$ cat src/rtl/cascaded_time_counter.sv
// ============================================================================
// cascaded_time_counter
//
// Chain of NUM_STAGES modulo counters sharing one count enable, used for the
// watch / stopwatch / timer datapath (e.g. hours:minutes:seconds.centiseconds).
// The carry between stages is combinational, so a full rollover such as
// 23:59:59.99 -> 00:00:00.00 happens on a single clock edge.
//
// Parameters:
//   NUM_STAGES        number of stages, stage 0 is least significant
//   STAGE_W           bit width of each stage
//   MODULI            packed per-stage modulus, stage k at [k*STAGE_W +: STAGE_W]
//   INIT_VALUES       packed per-stage value used on reset and clear
//   DOWN_STOP_AT_ZERO 1 = down count halts at all-zero, 0 = down count wraps
//   SEL_W             width of the load stage select
//
// Ports:
//   clk           clock
//   reset         asynchronous, active-high reset
//   i_tick        one-cycle count enable
//   i_run         1 = count on i_tick, 0 = hold
//   i_mode        0 = count up, 1 = count down
//   i_clear       synchronous clear to INIT_VALUES
//   i_load        synchronous load strobe for one stage
//   i_load_sel    stage targeted by the load
//   i_load_value  value to load (clamped to modulus-1)
//   o_count       packed registered stage values
//   o_carry       one-cycle pulse when the top stage wraps
//   o_zero        all stages are zero (decoded from the count registers)
//   o_expired     one-cycle pulse when a down count reaches all-zero
// ============================================================================
module cascaded_time_counter #(
    parameter int                              NUM_STAGES        = 4,
    parameter int                              STAGE_W           = 7,
    parameter logic [NUM_STAGES*STAGE_W-1:0]   MODULI            = {7'd24, 7'd60, 7'd60, 7'd100},
    parameter logic [NUM_STAGES*STAGE_W-1:0]   INIT_VALUES       = '0,
    parameter bit                              DOWN_STOP_AT_ZERO = 1'b1,
    parameter int                              SEL_W             = (NUM_STAGES > 1) ? $clog2(NUM_STAGES) : 1
) (
    input  logic                               clk,
    input  logic                               reset,
    input  logic                               i_tick,
    input  logic                               i_run,
    input  logic                               i_mode,
    input  logic                               i_clear,
    input  logic                               i_load,
    input  logic [SEL_W-1:0]                   i_load_sel,
    input  logic [STAGE_W-1:0]                 i_load_value,
    output logic [NUM_STAGES*STAGE_W-1:0]      o_count,
    output logic                               o_carry,
    output logic                               o_zero,
    output logic                               o_expired
);

    localparam logic [STAGE_W-1:0] ONE = STAGE_W'(1);

    logic [NUM_STAGES*STAGE_W-1:0] r_count;
    logic                          r_carry;
    logic                          r_expired;

    logic [NUM_STAGES-1:0]         w_atMax;
    logic [NUM_STAGES-1:0]         w_atZero;
    logic [NUM_STAGES-1:0]         w_terminal;
    logic [NUM_STAGES-1:0]         w_advance;
    logic                          w_allZero;
    logic                          w_halt;
    logic                          w_doStep;
    logic [NUM_STAGES*STAGE_W-1:0] w_stepCount;
    logic                          w_wrapTop;
    logic                          w_expire;
    logic [NUM_STAGES*STAGE_W-1:0] w_countNext;
    logic                          w_carryNext;
    logic                          w_expiredNext;

    // Per-stage terminal detection and the ripple enable chain. A stage
    // advances only when the step is live and every lower stage sits at its
    // terminal value for the current direction (M-1 going up, 0 going down).
    // A down step from all-zero is suppressed entirely in timer configuration.
    always_comb begin
        w_atMax    = '0;
        w_atZero   = '0;
        w_terminal = '0;
        w_advance  = '0;
        for (int k = 0; k < NUM_STAGES; k++) begin
            w_atMax[k]    = (r_count[k*STAGE_W +: STAGE_W] == (MODULI[k*STAGE_W +: STAGE_W] - ONE));
            w_atZero[k]   = (r_count[k*STAGE_W +: STAGE_W] == '0);
            w_terminal[k] = i_mode ? w_atZero[k] : w_atMax[k];
        end
        w_allZero    = &w_atZero;
        w_halt       = DOWN_STOP_AT_ZERO && i_mode && w_allZero;
        w_doStep     = i_tick && i_run && !w_halt;
        w_advance[0] = w_doStep;
        for (int k = 1; k < NUM_STAGES; k++) begin
            w_advance[k] = w_advance[k-1] && w_terminal[k-1];
        end
    end

    // Stepped value of every stage. Wrapping is handled by explicit compare
    // rather than modulo arithmetic so no stage ever holds a value >= modulus.
    always_comb begin
        w_stepCount = r_count;
        for (int k = 0; k < NUM_STAGES; k++) begin
            if (w_advance[k]) begin
                if (i_mode) begin
                    w_stepCount[k*STAGE_W +: STAGE_W] = w_atZero[k]
                        ? (MODULI[k*STAGE_W +: STAGE_W] - ONE)
                        : (r_count[k*STAGE_W +: STAGE_W] - ONE);
                end else begin
                    w_stepCount[k*STAGE_W +: STAGE_W] = w_atMax[k]
                        ? '0
                        : (r_count[k*STAGE_W +: STAGE_W] + ONE);
                end
            end
        end
        w_wrapTop = w_advance[NUM_STAGES-1] && w_terminal[NUM_STAGES-1];
        w_expire  = w_doStep && i_mode && !w_allZero && (w_stepCount == '0);
    end

    // Next-state selection with clear over load over step. Clear and load
    // cycles swallow any step, so they also force both pulses low. A load
    // select outside the stage range matches no stage and is ignored.
    always_comb begin
        w_countNext   = r_count;
        w_carryNext   = 1'b0;
        w_expiredNext = 1'b0;
        if (i_clear) begin
            w_countNext = INIT_VALUES;
        end else if (i_load) begin
            for (int k = 0; k < NUM_STAGES; k++) begin
                if (32'(i_load_sel) == k) begin
                    w_countNext[k*STAGE_W +: STAGE_W] =
                        (i_load_value >= MODULI[k*STAGE_W +: STAGE_W])
                        ? (MODULI[k*STAGE_W +: STAGE_W] - ONE)
                        : i_load_value;
                end
            end
        end else if (w_doStep) begin
            w_countNext   = w_stepCount;
            w_carryNext   = w_wrapTop;
            w_expiredNext = w_expire;
        end
    end

    // State registers. Pulses are re-evaluated every cycle, which makes them
    // naturally one cycle wide.
    always_ff @(posedge clk or posedge reset) begin
        if (reset) begin
            r_count   <= INIT_VALUES;
            r_carry   <= 1'b0;
            r_expired <= 1'b0;
        end else begin
            r_count   <= w_countNext;
            r_carry   <= w_carryNext;
            r_expired <= w_expiredNext;
        end
    end

    // Zero flag decoded straight from the registers so it lines up with o_count.
    always_comb begin
        o_count   = r_count;
        o_carry   = r_carry;
        o_expired = r_expired;
        o_zero    = (r_count == '0);
    end

endmodule

$ cat config.mk
export PLATFORM = sky130hd
export DESIGN_NAME = cascaded_time_counter
export DESIGN_NICKNAME = d
export VERILOG_FILES = /design/src/rtl/cascaded_time_counter.sv
export SDC_FILE = /design/constraint.sdc
export NUM_CORES = 1
export LEC_CHECK = 0
export ABC_AREA = 0
export BUFFER_PORTS_ARGS = -buffer_cell sky130_fd_sc_hd__buf_2
export CAP_MARGIN = 20
export CELL_PAD_IN_SITES_DETAIL_PLACEMENT = 1
export CELL_PAD_IN_SITES_GLOBAL_PLACEMENT = 1
export CORE_MARGIN = 2
export CORE_UTILIZATION = 45
export DETAILED_ROUTE_END_ITERATION = 8
export GPL_ROUTABILITY_DRIVEN = 0
export PLACE_DENSITY = 0.83
export SYNTH_ARGS = -nofsm -noshare
export SYNTH_HDL_FRONTEND = slang
export SYNTH_SLANG_ARGS = --single-unit
$ cat constraint.sdc
create_clock -name clk -period 4.8 [get_ports clk]
set_input_delay 0.96 -clock clk [delete_from_list [all_inputs] [get_ports clk]]
set_output_delay 0.96 -clock clk [all_outputs]
set_load 0.01 [all_outputs]
==> metrics.md, run 1 <==
| Metric | Value |
|---|---|
| Status | finished, final reports clean |
| Fin Setup TNS | 0 ns |
| #FFs+latches synth | 30 |
| WL met2 | slightly below 6000 µm |
| Initial Util | 0.460 |
| Tot GR Track Use | 0.320 |
| Io pins | 47 |
| Synthesized area | 3300 µm² |
| # hold bufs at CTS | 0 |
| DIE AREA | 8030 µm² |
| DR top layer | met4 |
| Fillers | 960 |
| Post-synth EDFFs | 0 |
| Vias per inst | 6.80 |
| Largest net degree at the start of global routing | 35 |
| RSZ-0062 raised after global routing | false |
| Tmin final | 3.98 ns |
| GRT overflow | 0 |
| Syn avg cell area | 6.97 µm² |
| Final hold vios | 0 |
| Core area | 7180 µm² |
| Worst-Skew Late Latency | 0.29 ns |
| Post-synth top flop | dfrtp_1 |
| WL met1 | 5140 µm |
| Kind of critical path | primary input to register |
| Clk pin slew, worst setup/hold paths | 0.07 ns |
| Wirelength per Cell | 20.8 µm |
| Max capacitance violation total | 0 |
| CTS max path bufs | 2 |
| Ys async rst share | 1.00 |
| Lkg Pwr | roughly 0.0015 µW |
| Max-slew violations | 0 |
| HP Class | register to register |
| Antenna viol nets, final | 0 |
| Dpl hpwl | 8950 µm |
| Inserted Clock Buffers | 5 |
| Vias in the first global route | 3739 |
| Setup Skew | 0.00795 ns |
| Dpl ws | 0.706 ns |
| Mapped Nets | 501 |
| Initial antenna violation count | 0 |
| WP data required | between 4 and 5 ns |
| Post-CTS Setup Repair Bufs | 0 |
| Measured slew at the worst slew-check pin | 1.01 ns |
| PwrDens | 259 nW/µm² |
| YS warnings | 0 |
| Crit end category | register |
| Post_cts resized | 0 |
| Die X-Extent | 89.6 µm |
| Final worst path period share | 0.830 |
| Die Span Y | 89.6 µm |
| Maximum clock frequency | 0.251 GHz |
| First-pass iteration count of the detailed router | 6 |
| Area delta synth->final | 9.52% |
| Worst setup margin | 0.817 ns |
| Site row count | 31 |
| Final WL | 12300 µm |
| DRC | 0 |
| Cell variety after synth | 64 |
| Fraction of layout cells with a size suffix above 1 | 0.142 |
| Final #Nets | 519 |
| Startpoint types | primary input |
| Metal3 WL | about 930 µm |
| I/O Buffers | 46 |
| Clk sinks | 30 |
| CP arrival | between 4 and 5 ns |
| Max-slew headroom | 0.322 |
| Clock root buffer | clkbuf_8 |
| Cells after Synth | 473 |
| Crit path max fanout | 34 |
| First-pass GRT wire length | about 20000 µm |
| Sequential area share after synthesis | 0.228 |
| ANT cells | 0 |
| Peak supply drop | 133 µV |
| Routed vias | 4020 |
| CTS tree | done |
| Finish-stage setup viols | 0 |
| DRT iter0 DRCs | 305 |
| CTS H-Tree Depth | 2 |
kinds of logic (layout without fill, tap and decap cells):
group                    after synthesis  after routing  share of synthesized area
flip-flops                            30             30                      0.228
buffers and inverters                 54             73                     0.0660
XOR/XNOR                               4              4                     0.0106
multiplexers                           1              1                    0.00304
adder cells (fa/ha/maj)               12             12                     0.0455
AO/OA/AOI/OAI                        170            170                      0.327
AND/OR/NAND/NOR                      202            202                      0.321
routing by layer:
metal,vias to the layer above,GRT usage
met5,-,0
met3,50,0.0530
met2,215,0.519
met4,0,0.119
met1,1954,0.428
li1,1801,-
Yosys cell counts (all sizes together) (11+ instances only):
| master | number | area (µm²) |
|---|---|---|
| a21oi | 34 | 170 |
| a31oi | 15 | 93.8 |
| buf | 11 | 56.3 |
| clkbuf | 28 | 105 |
| dfrtp | 30 | 751 |
| ha | 12 | 150 |
| inv | 15 | 56.3 |
| nand2 | 51 | 191 |
| nand3 | 15 | 75.1 |
| nor2 | 52 | 195 |
| nor3 | 16 | 80.1 |
| nor4 | 12 | 96.3 |
| o21ai | 56 | 280 |
stage by stage:
step	std cells	cell area (µm²)	hold slack, ns	power [µW]	util
final	591	3610	0.647	935	0.503
after global routing	591	3610	0.684	990	0.503
after CTS	591	3610	0.635	924	0.503
after detailed placement	583	3520	0.616	704	0.491
after global placement	583	3520	0.586	692	0.491
after floorplan	473	3300	0.593	584	-
sequential cells by signal, summed over array words and instances, names as in the netlist:
| signal | cells |
|---|---|
| o_carry | 1 |
| o_count | 28 |
| o_expired | 1 |
cells in the final DEF (no fill, tap or decap), types with 15 or more instances in the layout:
master,count
o21ai_0,56
nor2_1,52
nand2_1,51
buf_2,46
a21oi_1,34
dfrtp_1,30
nor3_1,16
inv_1,15
a31oi_1,15
nand3_1,15
critical path, cell delays in order:
cell and delay (ns):
buf_2 0.51, nor4bb_1 0.44, o2111ai_1 0.26, a221o_1 0.48
nor2_1 0.64, nand2_1 0.18, xnor2_1 0.27, nor2_1 0.10
o41ai_1 0.32
worst paths after layout:
path                                          from                       to  slack [ns]  cells past startpoint
max reg2reg                 o_count[0]$_DFFE_PP0P_  o_count[21]$_DFFE_PP0P_        1.02                      9
min                        o_count[27]$_DFFE_PP0P_  o_count[27]$_DFFE_PP0P_        0.65                      2
min reg2reg                o_count[27]$_DFFE_PP0P_  o_count[27]$_DFFE_PP0P_        0.65                      2
max                                         i_mode  o_count[23]$_DFFE_PP0P_        0.82                      9
min in group asynchronous                    reset  o_count[21]$_DFFE_PP0P_        0.74                      3
max in group asynchronous                    reset   o_count[8]$_DFFE_PP0P_        3.74                      3
where the power goes:
| part | leakage, µW | switching (µW) | total, µW | internal [µW] |
|---|---|---|---|---|
| Combinational | 0.00102 | 241 | 380 | 139 |
| Clock | 0.0000482 | 106 | 221 | 116 |
| Sequential | 0.000396 | 60.5 | 334 | 273 |
cell type report:
cell class              instances  area [µm²]  share of cell area
multi-input cells             389        2330               0.645
flip-flops and latches         30         751               0.208
clock inverters                 1        5.00             0.00139
inverters                      15        56.3              0.0156
well taps                      99         124              0.0343
repair buffers                 50         260              0.0720
clock buffers                   7        86.3              0.0239
Power figures use the tool's default switching activity.
==> inputs of run 2 (changes only) <==
--- a/config.mk
+++ b/config.mk
@@ -11,10 +11,10 @@
 export CELL_PAD_IN_SITES_DETAIL_PLACEMENT = 1
 export CELL_PAD_IN_SITES_GLOBAL_PLACEMENT = 1
 export CORE_MARGIN = 2
-export CORE_UTILIZATION = 45
+export CORE_UTILIZATION = 42
 export DETAILED_ROUTE_END_ITERATION = 8
 export GPL_ROUTABILITY_DRIVEN = 0
-export PLACE_DENSITY = 0.83
+export PLACE_DENSITY = 0.78
 export SYNTH_ARGS = -nofsm -noshare
 export SYNTH_HDL_FRONTEND = slang
 export SYNTH_SLANG_ARGS = --single-unit
==> constraint.sdc (replaced) <==
create_clock -name clk -period 3.83 [get_ports clk]
set_input_delay 0.766 -clock clk [delete_from_list [all_inputs] [get_ports clk]]
set_output_delay 0.766 -clock clk [all_outputs]
set_load 0.01 [all_outputs]
==> metrics.md, run 2 (synthesis gave the netlist of run 1 again) <==
| Metric | Value |
|---|---|
| Status | finished, final reports clean |
| Worst-Skew Late Latency | 0.29 ns |
| CP cell instances | inv_1, ha_1, or3b_2, nor4_4, nand3_1, nor4b_1, buf_2 |
| DRT iter0 DRCs | 296 |
| Dpl hpwl | 9670 µm |
| Peak supply drop | 161 µV |
| CP max-delay cell | or3b_2 |
| Lkg Pwr | between 0.0015 and 0.002 µW |
| Initial Util | 0.431 |
| Io pins | 47 |
| Tot GR Track Use | 0.302 |
| Startpoint types | register |
| Worst path max stage delay | about 0.52 ns |
| RSZ-0062 raised after global routing | false |
| Final worst path period share | 0.899 |
| First-pass GRT wire length | 20400 µm |
| Vias per inst | 6.63 |
| Most common cell after layout, fill and taps aside | o21ai_0 |
| Wirelength per Cell | 21.1 µm |
| Max-slew violations | 0 |
| Maximum clock frequency | about 0.29 GHz |
| Max-slew headroom | 0.539 |
| Net Sw Frac | 0.432 |
| Clock root buffer | clkbuf_8 |
| # hold bufs at CTS | 0 |
| ANT cells | 0 |
| Inserted Clock Buffers | 5 |
| Vias in the first global route | around 3800 |
| Final WL | between 10000 and 15000 µm |
| Max capacitance violation total | 0 |
| Clk sinks | 30 |
| Antenna viol nets, final | 0 |
| Tot Pwr | 1190 µW |
| Die Span Y | slightly above 90 µm |
| Setup Skew | 0.00572 ns |
| Fillers | around 1000 |
| Largest net degree at the start of global routing | 26 |
| Fraction of layout cells with a size suffix above 1 | 0.170 |
| WP data required | slightly above 3 ns |
| CTS max path bufs | 2 |
| HP Class | primary input to async pin |
| CTS tree | done |
| Tmin final | roughly 3.4 ns |
| Clk pin slew, worst setup/hold paths | 0.07 ns |
| GRT overflow | 0 |
| Die X-Extent | 92.6 µm |
| Routed vias | roughly 4000 |
| Max reg flops | 28 |
| DRC | 0 |
| Core area | 7650 µm² |
| PwrDens | 318 nW/µm² |
| Crit path max fanout | 9 |
| Internal power | just under 700 µW |
| Crit end category | output pin |
| I/O Buffers | 46 |
| Final #Nets | approximately 530 |
| Final hold vios | 0 |
| Area delta synth->final | 13.8% |
| R2R depth | 10 |
| Kind of critical path | register to output pin |
| Post-CTS Setup Repair Bufs | 0 |
| Initial antenna violation count | 0 |
| CP arrival | about 2.7 ns |
| First-pass iteration count of the detailed router | 5 |
| Sw Pwr | 515 µW |
| Clock power share | 0.235 |
| Flop pwr share | 0.333 |
| Finish-stage setup viols | 0 |
| Site row count | 32 |
| Fin Setup TNS | 0 ns |
| Post_cts resized | 0 |
| DIE AREA | 8580 µm² |
| Most frequent cells in the layout | o21ai_0, nor2_1, nand2_1, buf_2, a21oi_1 |
| Measured slew at the worst slew-check pin | 0.682 ns |
| Comb pwr share | 0.432 |
| CTS H-Tree Depth | 2 |
## run 2: power by group through the flow
stage	clock, µW	sequential [µW]	combinational [µW]
4_1_cts	281	396	503
2_1_floorplan	0	388	344
3_3_place_gp	0	399	486
3_5_place_dp	0	402	500
5_1_grt	295	403	563
6_report	281	397	515
## run 2: stage by stage
stage | instances | hold WS [ns] | worst slack (ns) | utilization | cell area [µm²]
after floorplan | 473 | 0.593 | 0.841 | - | 3300
after global placement | 600 | 0.603 | 0.583 | 0.475 | 3630
after detailed placement | 600 | 0.636 | 0.397 | 0.475 | 3630
after CTS | 608 | 0.656 | 0.418 | 0.487 | 3720
after global routing | 609 | 0.591 | 0.111 | 0.491 | 3750
final | 609 | 0.565 | 0.386 | 0.491 | 3750
## run 2: worst max-delay path, delay by kind of cell, from the launching register on
kind | cells | cell delay (ns)
flops | 1 | 0.47
fa+ha+maj | 1 | 0.22
buf+inv | 2 | 0.33
simple gates | 4 | 1.37
## run 2: final timing paths
check	slack, ns	startpoint	end
setup / recovery	0.39	o_count[0]$_DFFE_PP0P_	o_zero
hold / removal	0.57	reset	o_count[10]$_DFFE_PP0P_
setup reg to reg	0.40	o_count[8]$_DFFE_PP0P_	o_expired$_DFF_PP0_
hold reg to reg	0.66	o_count[27]$_DFFE_PP0P_	o_count[27]$_DFFE_PP0P_
max in group asynchronous	3.11	reset	o_count[24]$_DFFE_PP0P_
min in group clk	0.66	o_count[27]$_DFFE_PP0P_	o_count[27]$_DFFE_PP0P_
## run 2: final cells by class
cell class / count / area [µm²] / share of cell area
inverter: 15 / 56.3 / 0.0150
tap: 102 / 128 / 0.0340
multi-input combinational: 389 / 2330 / 0.621
timing repair buffer: 65 / 393 / 0.105
sequential: 30 / 751 / 0.200
clock buffer: 6 / 82.6 / 0.0220
clock inverter: 2 / 12.5 / 0.00333
## run 2: metal layers
metal | track usage | vias to the layer above | part of all wire
li1 | - | 1838 | -
met1 | 0.397 | 2007 | 0.43
met2 | 0.499 | 152 | 0.48
met3 | 0.0358 | 40 | 0.050
met4 | 0.131 | 0 | 0.037
met5 | 0 | - | 0
